File: config.mk
export PLATFORM = sky130hd
export DESIGN_NAME = i2c_byte_sequencer_flat
export DESIGN_NICKNAME = d
export VERILOG_FILES = /design/src/rtl/i2c_byte_sequencer_if.sv /design/src/rtl/i2c_byte_sequencer.sv /design/src/flat_wrapper.sv
export SDC_FILE = /design/constraint.sdc
export NUM_CORES = 1
export LEC_CHECK = 0
export ABC_AREA = 1
export BUFFER_PORTS_ARGS = -buffer_cell sky130_fd_sc_hd__buf_4
export CELL_PAD_IN_SITES_DETAIL_PLACEMENT = 1
export CELL_PAD_IN_SITES_GLOBAL_PLACEMENT = 1
export CORE_MARGIN = 5
export CORE_UTILIZATION = 45
export DETAILED_ROUTE_END_ITERATION = 8
export HOLD_SLACK_MARGIN = 0.08
export PLACE_DENSITY = 0.78
export SLEW_MARGIN = 20
export SYNTH_ARGS = -nofsm -noshare
export SYNTH_HDL_FRONTEND = slang
export SYNTH_SLANG_ARGS = --single-unit
export TNS_END_PERCENT = 1
File: constraint.sdc
create_clock -name clk -period 3.5 [get_ports clk]
set_clock_uncertainty 0.2 [all_clocks]
set_input_delay 0 -clock clk [delete_from_list [all_inputs] [get_ports clk]]
set_output_delay 0 -clock clk [all_outputs]
set_load 0.01 [all_outputs]
File: src/rtl/i2c_byte_sequencer_if.sv
// Host-side and I2C-master-side signals of the byte sequencer.
// The sequencer connects through the slave modport; its environment uses the master modport.
interface i2c_byte_sequencer_if;
  logic       tx_wr;
  logic [7:0] tx_data;
  logic       tx_full;
  logic       rx_rd;
  logic [7:0] rx_data;
  logic       rx_empty;
  logic       start;
  logic       rw;
  logic [6:0] slave_addr;
  logic [3:0] len;
  logic       active;
  logic       done;
  logic       reject;
  logic       ack_err;
  logic       m_enable;
  logic       m_rw;
  logic [6:0] m_addr;
  logic [7:0] m_data_wr;
  logic       m_busy;
  logic       m_ack_error;
  logic [7:0] m_data_rd;

  modport slave (
    input  tx_wr, tx_data, rx_rd, start, rw, slave_addr, len,
           m_busy, m_ack_error, m_data_rd,
    output tx_full, rx_data, rx_empty, active, done, reject, ack_err,
           m_enable, m_rw, m_addr, m_data_wr
  );

  modport master (
    output tx_wr, tx_data, rx_rd, start, rw, slave_addr, len,
           m_busy, m_ack_error, m_data_rd,
    input  tx_full, rx_data, rx_empty, active, done, reject, ack_err,
           m_enable, m_rw, m_addr, m_data_wr
  );
endinterface

File: src/rtl/i2c_byte_sequencer.sv
// Feeds a byte-level I2C master from a TX FIFO and collects read bytes into an RX FIFO,
// pacing each byte on the master's busy edges.
module i2c_byte_sequencer #(
  parameter int FIFO_DEPTH = 16
) (
  input  logic                 clk,
  input  logic                 rst_n,
  i2c_byte_sequencer_if.slave  bus
);
  localparam int AW = $clog2(FIFO_DEPTH);
  localparam int CW = AW + 1;
  localparam logic [CW-1:0] DEPTH_C = CW'(FIFO_DEPTH);
  localparam int TX = 0;
  localparam int RX = 1;

  typedef enum logic [2:0] {IDLE, ISSUE, XFER, STOP_WAIT, FINISH} state_t;

  state_t        state_reg, state_next;
  logic          busy_q_reg;
  logic          rw_reg, rw_next;
  logic [6:0]    addr_reg, addr_next;
  logic [CW-1:0] remain_reg, remain_next;
  logic          m_enable_reg, m_enable_next;
  logic [7:0]    m_data_wr_reg, m_data_wr_next;
  logic          ack_err_reg, ack_err_next;
  logic          reject_reg, reject_next;
  logic [7:0]    rx_last_reg;

  logic                 busy_rise, busy_fall, start_ok, tx_pop, rx_push, rx_empty;
  logic [CW-1:0]        n_req;
  logic [1:0]           fifo_push_req, fifo_pop_req;
  logic [1:0][7:0]      fifo_wdata, fifo_head;
  logic [1:0][CW-1:0]   fifo_count;

  assign fifo_push_req = {rx_push, bus.tx_wr};
  assign fifo_pop_req  = {bus.rx_rd, tx_pop};
  assign fifo_wdata    = {bus.m_data_rd, bus.tx_data};

  // Both FIFOs share one structure; a push into a full FIFO only lands when a pop frees a slot.
  for (genvar gi = 0; gi < 2; gi++) begin : g_fifo
    logic [7:0]    mem [FIFO_DEPTH];
    logic [AW-1:0] wr_ptr_reg, rd_ptr_reg;
    logic [CW-1:0] count_reg;
    logic          push_ok, pop_ok;

    assign pop_ok  = fifo_pop_req[gi] && (count_reg != '0);
    assign push_ok = fifo_push_req[gi] && ((count_reg != DEPTH_C) || pop_ok);

    always_ff @(posedge clk) begin
      if (push_ok) mem[wr_ptr_reg] <= fifo_wdata[gi];
    end

    always_ff @(posedge clk or negedge rst_n) begin
      if (!rst_n) begin
        wr_ptr_reg <= '0;
        rd_ptr_reg <= '0;
        count_reg  <= '0;
      end else begin
        if (push_ok) wr_ptr_reg <= wr_ptr_reg + AW'(1);
        if (pop_ok)  rd_ptr_reg <= rd_ptr_reg + AW'(1);
        if (push_ok && !pop_ok)      count_reg <= count_reg + CW'(1);
        else if (pop_ok && !push_ok) count_reg <= count_reg - CW'(1);
      end
    end

    assign fifo_head[gi]  = mem[rd_ptr_reg];
    assign fifo_count[gi] = count_reg;
  end

  assign busy_rise = bus.m_busy && !busy_q_reg;
  assign busy_fall = !bus.m_busy && busy_q_reg;
  assign n_req     = (bus.len == 4'd0) ? DEPTH_C : CW'(bus.len);
  assign start_ok  = bus.rw ? ((DEPTH_C - fifo_count[RX]) >= n_req)
                            : (fifo_count[TX] >= n_req);

  always_comb begin
    state_next     = state_reg;
    rw_next        = rw_reg;
    addr_next      = addr_reg;
    remain_next    = remain_reg;
    m_enable_next  = m_enable_reg;
    m_data_wr_next = m_data_wr_reg;
    ack_err_next   = ack_err_reg;
    reject_next    = 1'b0;
    tx_pop         = 1'b0;
    rx_push        = 1'b0;
    case (state_reg)
      IDLE: begin
        if (bus.start) begin
          if (start_ok) begin
            rw_next       = bus.rw;
            addr_next     = bus.slave_addr;
            remain_next   = n_req;
            ack_err_next  = 1'b0;
            m_enable_next = 1'b1;
            state_next    = ISSUE;
            if (!bus.rw) begin
              tx_pop         = 1'b1;
              m_data_wr_next = fifo_head[TX];
            end
          end else begin
            reject_next = 1'b1;
          end
        end
      end
      ISSUE: state_next = XFER;
      XFER: begin
        // The master latches the current byte on its busy rise, so the next one is staged then.
        if (busy_rise) begin
          remain_next = remain_reg - CW'(1);
          if (remain_reg == CW'(1)) begin
            m_enable_next = 1'b0;
            state_next    = STOP_WAIT;
          end else if (!rw_reg) begin
            tx_pop         = 1'b1;
            m_data_wr_next = fifo_head[TX];
          end
        end
        if (busy_fall) begin
          rx_push = rw_reg;
          if (bus.m_ack_error) begin
            ack_err_next  = 1'b1;
            m_enable_next = 1'b0;
            state_next    = STOP_WAIT;
          end
        end
      end
      STOP_WAIT: begin
        if (busy_fall) begin
          rx_push = rw_reg;
          if (bus.m_ack_error) begin
            ack_err_next  = 1'b1;
            m_enable_next = 1'b0;
          end
        end else if (!bus.m_busy) begin
          state_next = FINISH;
        end
      end
      FINISH:  state_next = IDLE;
      default: state_next = IDLE;
    endcase
  end

  always_ff @(posedge clk or negedge rst_n) begin
    if (!rst_n) begin
      state_reg     <= IDLE;
      busy_q_reg    <= 1'b0;
      rw_reg        <= 1'b0;
      addr_reg      <= '0;
      remain_reg    <= '0;
      m_enable_reg  <= 1'b0;
      m_data_wr_reg <= '0;
      ack_err_reg   <= 1'b0;
      reject_reg    <= 1'b0;
      rx_last_reg   <= '0;
    end else begin
      state_reg     <= state_next;
      busy_q_reg    <= bus.m_busy;
      rw_reg        <= rw_next;
      addr_reg      <= addr_next;
      remain_reg    <= remain_next;
      m_enable_reg  <= m_enable_next;
      m_data_wr_reg <= m_data_wr_next;
      ack_err_reg   <= ack_err_next;
      reject_reg    <= reject_next;
      if (bus.rx_rd && !rx_empty) rx_last_reg <= fifo_head[RX];
    end
  end

  // Once the RX FIFO drains, rx_data keeps showing the last byte handed out.
  assign rx_empty      = (fifo_count[RX] == '0);
  assign bus.rx_empty  = rx_empty;
  assign bus.rx_data   = rx_empty ? rx_last_reg : fifo_head[RX];
  assign bus.tx_full   = (fifo_count[TX] == DEPTH_C);
  assign bus.active    = (state_reg == ISSUE) || (state_reg == XFER) || (state_reg == STOP_WAIT);
  assign bus.done      = (state_reg == FINISH);
  assign bus.reject    = reject_reg;
  assign bus.ack_err   = ack_err_reg;
  assign bus.m_enable  = m_enable_reg;
  assign bus.m_rw      = rw_reg;
  assign bus.m_addr    = addr_reg;
  assign bus.m_data_wr = m_data_wr_reg;
endmodule
File: src/flat_wrapper.sv
// flat-port wrapper written by rule: the top's interface ports become plain ports
module i2c_byte_sequencer_flat 
#(
  parameter int FIFO_DEPTH = 16
)
  (clk, rst_n, bus_tx_wr, bus_tx_data, bus_rx_rd, bus_start, bus_rw, bus_slave_addr, bus_len, bus_m_busy, bus_m_ack_error, bus_m_data_rd, bus_tx_full, bus_rx_data, bus_rx_empty, bus_active, bus_done, bus_reject, bus_ack_err, bus_m_enable, bus_m_rw, bus_m_addr, bus_m_data_wr);
  i2c_byte_sequencer_if bus_i ();
  input  logic clk;
  input  logic rst_n;
  input wire logic [$bits(bus_i.tx_wr)-1:0] bus_tx_wr;
  input wire logic [$bits(bus_i.tx_data)-1:0] bus_tx_data;
  input wire logic [$bits(bus_i.rx_rd)-1:0] bus_rx_rd;
  input wire logic [$bits(bus_i.start)-1:0] bus_start;
  input wire logic [$bits(bus_i.rw)-1:0] bus_rw;
  input wire logic [$bits(bus_i.slave_addr)-1:0] bus_slave_addr;
  input wire logic [$bits(bus_i.len)-1:0] bus_len;
  input wire logic [$bits(bus_i.m_busy)-1:0] bus_m_busy;
  input wire logic [$bits(bus_i.m_ack_error)-1:0] bus_m_ack_error;
  input wire logic [$bits(bus_i.m_data_rd)-1:0] bus_m_data_rd;
  output wire logic [$bits(bus_i.tx_full)-1:0] bus_tx_full;
  output wire logic [$bits(bus_i.rx_data)-1:0] bus_rx_data;
  output wire logic [$bits(bus_i.rx_empty)-1:0] bus_rx_empty;
  output wire logic [$bits(bus_i.active)-1:0] bus_active;
  output wire logic [$bits(bus_i.done)-1:0] bus_done;
  output wire logic [$bits(bus_i.reject)-1:0] bus_reject;
  output wire logic [$bits(bus_i.ack_err)-1:0] bus_ack_err;
  output wire logic [$bits(bus_i.m_enable)-1:0] bus_m_enable;
  output wire logic [$bits(bus_i.m_rw)-1:0] bus_m_rw;
  output wire logic [$bits(bus_i.m_addr)-1:0] bus_m_addr;
  output wire logic [$bits(bus_i.m_data_wr)-1:0] bus_m_data_wr;
  assign bus_i.tx_wr = bus_tx_wr;
  assign bus_i.tx_data = bus_tx_data;
  assign bus_i.rx_rd = bus_rx_rd;
  assign bus_i.start = bus_start;
  assign bus_i.rw = bus_rw;
  assign bus_i.slave_addr = bus_slave_addr;
  assign bus_i.len = bus_len;
  assign bus_i.m_busy = bus_m_busy;
  assign bus_i.m_ack_error = bus_m_ack_error;
  assign bus_i.m_data_rd = bus_m_data_rd;
  assign bus_tx_full = bus_i.tx_full;
  assign bus_rx_data = bus_i.rx_data;
  assign bus_rx_empty = bus_i.rx_empty;
  assign bus_active = bus_i.active;
  assign bus_done = bus_i.done;
  assign bus_reject = bus_i.reject;
  assign bus_ack_err = bus_i.ack_err;
  assign bus_m_enable = bus_i.m_enable;
  assign bus_m_rw = bus_i.m_rw;
  assign bus_m_addr = bus_i.m_addr;
  assign bus_m_data_wr = bus_i.m_data_wr;
  i2c_byte_sequencer #(.FIFO_DEPTH(FIFO_DEPTH)) u_core (.clk(clk), .rst_n(rst_n), .bus(bus_i));
endmodule
==> impl_metrics.toml, run 1 <==
[global_routing]
grt_start_max_net_pins = 71
grt-ovfl-total = 0
grt_pass1_wl_mm = 59.9
grt.total_usage_pct = 22.3
antenna_found_initial = 0
grt_pass1_vias = 10885

[hold_path]
hold_path_class = "primary input to register"
hold-path-cell-count = 4
hp-start = "bus_tx_wr"
hold_end = "u_core.g_fifo[0].wr_ptr_reg[3]$_DFFE_PN0P_"

[die]
die_w_um = 186
die_h_um = 186
rows = 64
initial_core_util_pct = 45.6
dieArea_sq_mm = 0.0346
coreArea_sq_mm = 0.0306
io_pins = 66

[drt]
wl_per_cell_um = 20.9
dr.pass1.iters = 5
antenna_left = 0
vias_per_cell = 5.50
drc = 0
route.vias.total = 10074
drt-total-wl_mm = 38.3
drt_iter0_drc = 706

[clock_network]
cts_sinks = 318
clk_pin_slew_ps = 60
cts-root-buf = "clkbuf_16"
cts_buffer_depth = 3
cts_buffers = 34
clk_latency_ps = 520
h-tree-depth = 2
cts_tree = "done"

[synthesis]
synth-seq-cells = 318
synthCells = 1269
synth_seq_area_share_pct = 66.2
synth-edff-count = 256
synth_cell_types = 34
ys_warn_count = 0
syn_area_per_cell_sq_um = 11.0
ys.flop_type = "edfxtp_1"
synth.area.top_cells = "edfxtp_1 (55%), dfrtp_1 (11%), nor2_1 (6.1%)"
synth_area_leader_cell = "edfxtp_1"
async_flop_share_pct = 19.5
synth_nets = 1339
yosys.area.top_type_share_pct = 55.1
netlist_area_sq_mm = 0.0140

[status]
run_status = "complete, no violations"

[setup_path]
r2r_cells = 18
crit_family = "simple AND/OR/NAND/NOR gates"
worstPathCellList = "dlygate4sd3_1 -> buf_4 -> inv_1 -> nand4_1 -> ha_1 -> nand2_1 -> nor2_1 -> nand2_1 -> nand3_1 -> nand3_2 -> nand2_2 -> nand2_2 -> ha_1 -> fa_1 -> inv_1 -> nand2_1 -> a21oi_1 -> nor2_1 -> nand2_1 -> nand3_1 -> xor2_1"
path_common_cell = "nand2_1"
startpoint_type = "primary input"
slowest_stage = "dlygate4sd3_1"
cpPeakStageDelay_ps = 530
ff2ff_setup_slack_ps = 310
cp_data_required_time_ps = 3680
timing.rr.end = "u_core.g_fifo[1].count_reg[4]$_DFFE_PN0P_"
critPathKind = "primary input to register"
reg2reg_from = "u_core.g_fifo[1].count_reg[0]$_DFFE_PN0P_"
cp.arrival_ps = 3420
critPathCaptureType = "register"
cp_max_fo = 7
path_buf_inv = 4

[sta]
fin_crit_sh_pct = 92.3
worst_pin_slew_ps = 1000
finalCriticalPeriod_ps = 3230
worst_slew_margin_rel_pct = 32.8
drv_slew = 0
rsz0062_at_grt = "false"
clock.fmax_ghz = 0.309
setup_viol = 0
hold_viol_final = 0
setup-tns-final_ps = 0

[finish]
insertedDiodeCount = 0
nNetsFinal = 1478
final_layout_size_suffix_gt1_share_pct = 13.5
mostFrequentLayoutCells = "edfxtp_1 (256), nor2_1 (227), nand2_1 (206)"
syn2layout_area_growth_pct = 19.7
final_common_cell = "edfxtp_1"
largest_reg_flops = 256
layoutNonFillerInstCount = 1830

[power_and_ir_drop]
p_per_area_mw_per_mm2 = 833
p_total_mw = 13.9
peakVddDrop_uv = 452
power_leakage_nw = 6.44

[placed_design]
dp_cells = 1712
hpwl_mm = 24.4
port-buffer-count = 65
place_congestion = 0.795

[flow_run]
maxCapViolCount = 0
-- through the flow --
stage	hold slack (ps)	utilization [%]	setup slack [ps]	cell area, sq um
2_1_floorplan	-496	-	248	14000
3_3_place_gp	-59.1	49.0	217	15000
3_5_place_dp	-58.6	49.0	1.84	15000
4_1_cts	122	54.6	131	16700
5_1_grt	142	54.6	3.53	16700
6_report	135	54.6	269	16700
-- cell families after synthesis --
logic type	after synthesis	share of synthesized area, %
compound gates	233	9.38
xor+xnor	17	1.07
fa+ha+maj	35	3.25
buf+inv	133	4.01
flops	318	66.2
simple gates	533	16.1
-- tightest hold or removal path, stage by stage --
cell,delay (ps)
dlygate4sd3_1,530
buf_4,140
nand3_1,80
nand2_1,60
-- what timing repair did --
item	CTS	global route
setup endpoints to repair	1	2
pin swaps	1	0
hold buffers	54	0
buffers inserted	1	1
gates resized for setup	0	1
hold endpoints to repair	380	0
-- synthesized netlist by cell type (22+ instances only) --
cell type / count
buf_2: 29
ha_1: 33
nand3_1: 66
nor2_1: 227
nand2_1: 206
o21ai_0: 150
edfxtp_1: 256
clkbuf_1: 22
o211ai_1: 54
dfrtp_1: 62
inv_1: 68
-- worst max path at each step --
stage                                              start                                         to  slack [ps]  cells past startpoint
6_report                                      bus_len[3]  u_core.g_fifo[0].count_reg[4]$_DFFE_PN0P_         270                     21
5_1_grt                                       bus_len[3]  u_core.g_fifo[0].count_reg[4]$_DFFE_PN0P_           4                     21
3_5_place_dp   u_core.g_fifo[1].count_reg[0]$_DFFE_PN0P_  u_core.g_fifo[1].count_reg[4]$_DFFE_PN0P_           2                     18
3_3_place_gp   u_core.g_fifo[1].count_reg[0]$_DFFE_PN0P_  u_core.g_fifo[1].count_reg[4]$_DFFE_PN0P_         220                     18
4_1_cts        u_core.g_fifo[1].count_reg[0]$_DFFE_PN0P_  u_core.g_fifo[1].count_reg[4]$_DFFE_PN0P_         130                     18
2_1_floorplan  u_core.g_fifo[1].count_reg[0]$_DFFE_PN0P_  u_core.g_fifo[1].count_reg[4]$_DFFE_PN0P_         250                     19
-- per-layer routing --
layer  vias up  global-route usage [%]  wire [um]
li1       4655                       -          -
met1      5086                    29.4      16200
met2       277                    38.3      19200
met3        56                    4.16       2180
met4         0                    5.95        772
met5         -                       0          0
-- power by group --
group          total, mW  switching, mW  internal, mW
Combinational       5.20           3.43          1.77
Clock               3.70           1.46          2.24
Sequential          5.02          0.434          4.58
-- layout make-up --
class / count / area [sq um]
clock buffers: 45 / 922
clock inverters: 17 / 225
fillers: 3223 / 13900
inverters: 77 / 289
multi-input cells: 818 / 4160
flip-flops and latches: 318 / 9240
well taps: 396 / 495
repair buffers: 159 / 1370
Note: power is estimated with default switching activity, not from simulation.
==> run 2: changes to the inputs <==
--- a/config.mk
+++ b/config.mk
@@ -14,6 +14,7 @@
 export DETAILED_ROUTE_END_ITERATION = 8
 export HOLD_SLACK_MARGIN = 0.08
 export PLACE_DENSITY = 0.78
+export SETUP_SLACK_MARGIN = 0.4
 export SLEW_MARGIN = 20
 export SYNTH_ARGS = -nofsm -noshare
 export SYNTH_HDL_FRONTEND = slang
==> run 2 against run 1 <==
  * Clock power down 7.0%
  * First-iteration DRC count down 0.99%
  * Sequential power about the same
  * Design area up 0.46%
  * Combinational power up 4.8%
  * Fmax up 4.8%
  * Core utilization up 0.25 points
  * Cell count up 0.38%
  * Clock-buffer cell count up 9
  * Flip-flop and latch count unchanged
  * Setup slack better by 150 ps
  * Non-clock buffer count up 7
==> impl_metrics.toml, run 2 (same netlist as run 1, synthesis figures left out) <==
[sta]
hold_viol_final = 0
fin_crit_sh_pct = 88.1
finalCriticalPeriod_ps = 3080
setup_viol = 0
clock.fmax_ghz = 0.324
setup-tns-final_ps = 0
drv_slew = 0
rsz0062_at_grt = "true"
worst_pin_slew_ps = 710
worst_slew_margin_rel_pct = 52.5

[finish]
design_area_sq_mm = 0.0168
multi_input_area_sq_mm = 0.00426
largest_reg_flops = 256
n_fill_cell = 3251
insertedDiodeCount = 0
final_layout_size_suffix_gt1_share_pct = 15.4
nNetsFinal = 1486
layoutNonFillerInstCount = 1837
final_common_cell = "edfxtp_1"
syn2layout_area_growth_pct = 20.3
final-seq-area_sq_mm = 0.00925
mostFrequentLayoutCells = "edfxtp_1 (256), nor2_1 (225), nand2_1 (204)"

[global_routing]
grt-ovfl-total = 0
grt.total_usage_pct = 21.9
grt_pass1_vias = 10837
grt_start_max_net_pins = 71
antenna_found_initial = 0
grt_pass1_wl_mm = 59.7

[setup_path]
critPathCaptureType = "register"
cp.arrival_ps = 3290
cp_max_fo = 5
critPathKind = "register to register"
reg2reg_from = "u_core.g_fifo[0].count_reg[3]$_DFFE_PN0P_"
cp_data_required_time_ps = 3710
ff2ff_setup_slack_ps = 420
crit_start = "u_core.g_fifo[0].count_reg[3]$_DFFE_PN0P_"
startpoint_type = "register"

[clock_network]
clk_pin_slew_ps = 60
h-tree-depth = 2
cts_buffer_depth = 3
cts-root-buf = "clkbuf_16"
cts_sinks = 318
clk_latency_ps = 530
cts_tree = "done"
cts_buffers = 35

[die]
die_h_um = 186
coreArea_sq_mm = 0.0306
rows = 64
initial_core_util_pct = 45.6
dieArea_sq_mm = 0.0346
io_pins = 66
die_w_um = 186

[power_and_ir_drop]
p_comb_share_pct = 39.2
power_frac_seq_pct = 36.1
peakVddDrop_uv = 390
power_leakage_nw = 6.43
p_per_area_mw_per_mm2 = 829
p_total_mw = 13.9
p_int_mw = 8.46
switching_share_pct = 39.2
p_clk_share_pct = 24.7
switchingPower_mw = 5.45

[drt]
route.vias.total = 10152
antenna_left = 0
dr.pass1.iters = 5
drt-total-wl_mm = 38.1
drc = 0
wl_per_cell_um = 20.7
drt_iter0_drc = 699
vias_per_cell = 5.53

[placed_design]
hpwl_mm = 23.8
dp_cells = 1712
port-buffer-count = 65
place_congestion = 0.782
dpl_cell_area_sq_mm = 0.0150

[hold_path]
hold_path_class = "primary input to register"
hp-start = "bus_len[0]"

[flow_run]
maxCapViolCount = 0

[status]
run_status = "complete, no violations"
-- run 2: changes by cell type in the layout (fill, tap and decap cells not counted), moves of 4 or more --
cell and change:
inv_2 +5, ha_4 +4, buf_4 +9, clkbuf_1 +7, ha_1 -6, inv_1 -6
bufinv_16 -5
-- run 2: layer usage --
layer  up-vias  track usage (%)  part of all wire [%]
li1       4675                -                     -
met1      5182             28.9                    42
met2       244             38.8                    51
met3        51             3.40                   4.6
met4         0             4.37                   1.8
met5         -                0                     0
-- run 2: worst paths after layout --
check | cells past startpoint | to
worst max-delay path | 18 | u_core.g_fifo[0].count_reg[4]$_DFFE_PN0P_
worst min-delay path | 9 | u_core.bus.m_addr[2]$_DFFE_PN0P_
worst max register to register | 18 | u_core.g_fifo[0].count_reg[4]$_DFFE_PN0P_
worst min register to register | 2 | u_core.rx_last_reg[7]$_DFFE_PN0P_
max in group asynchronous | 4 | u_core.g_fifo[0].rd_ptr_reg[0]$_DFFE_PN0P_
min in group asynchronous | 4 | u_core.g_fifo[0].count_reg[4]$_DFFE_PN0P_
-- run 2: critical path: stages (launching register included) --
cell,delay [ps]
dfrtp_2,450
ha_1,300
nand2_2,90
inv_1,60
nand2_1,100
nand3_2,110
nand3_4,100
nand4_4,140
nand2_4,90
inv_1,60
ha_4,170
fa_1,430
inv_2,80
nand2_1,80
a21oi_2,180
nor2_1,60
nand2_1,50
nand3_1,80
xor2_1,150
-- run 2: timing repair --
| action | 4_1_cts | 5_1_grt |
|---|---|---|
| setup endpoints to repair | 4 | 16 |
| resized for setup | 0 | 28 |
| hold buffers | 52 | 0 |
| hold endpoints to repair | 382 | 0 |
| buffers inserted | 1 | 11 |
| pin swaps | 1 | 9 |
-- run 2: layout make-up --
type / count / share of cell area (%)
multi-input combinational: 818 / 25.4
clock buffer: 54 / 5.88
clock inverter: 8 / 0.470
sequential: 318 / 55.1
tap: 396 / 2.95
timing repair buffer: 166 / 8.46
inverter: 77 / 1.74
-- run 2: per-stage QoR --
stage	setup slack (ps)	util, %	hold WS [ps]
floorplan	409	-	-496
global placement	396	49.0	-56.4
detailed placement	275	49.0	-51.9
CTS	344	54.3	106
global route	302	54.9	137
finish	417	54.9	105
-- run 2: power groups by stage --
stage | registers, mW | clock network, mW | logic (mW)
2_1_floorplan | 4.94 | 0 | 3.31
3_3_place_gp | 5.03 | 0 | 4.85
3_5_place_dp | 5.07 | 0 | 5.08
4_1_cts | 5.01 | 3.51 | 5.23
5_1_grt | 5.07 | 3.69 | 6.04
6_report | 5.02 | 3.44 | 5.45
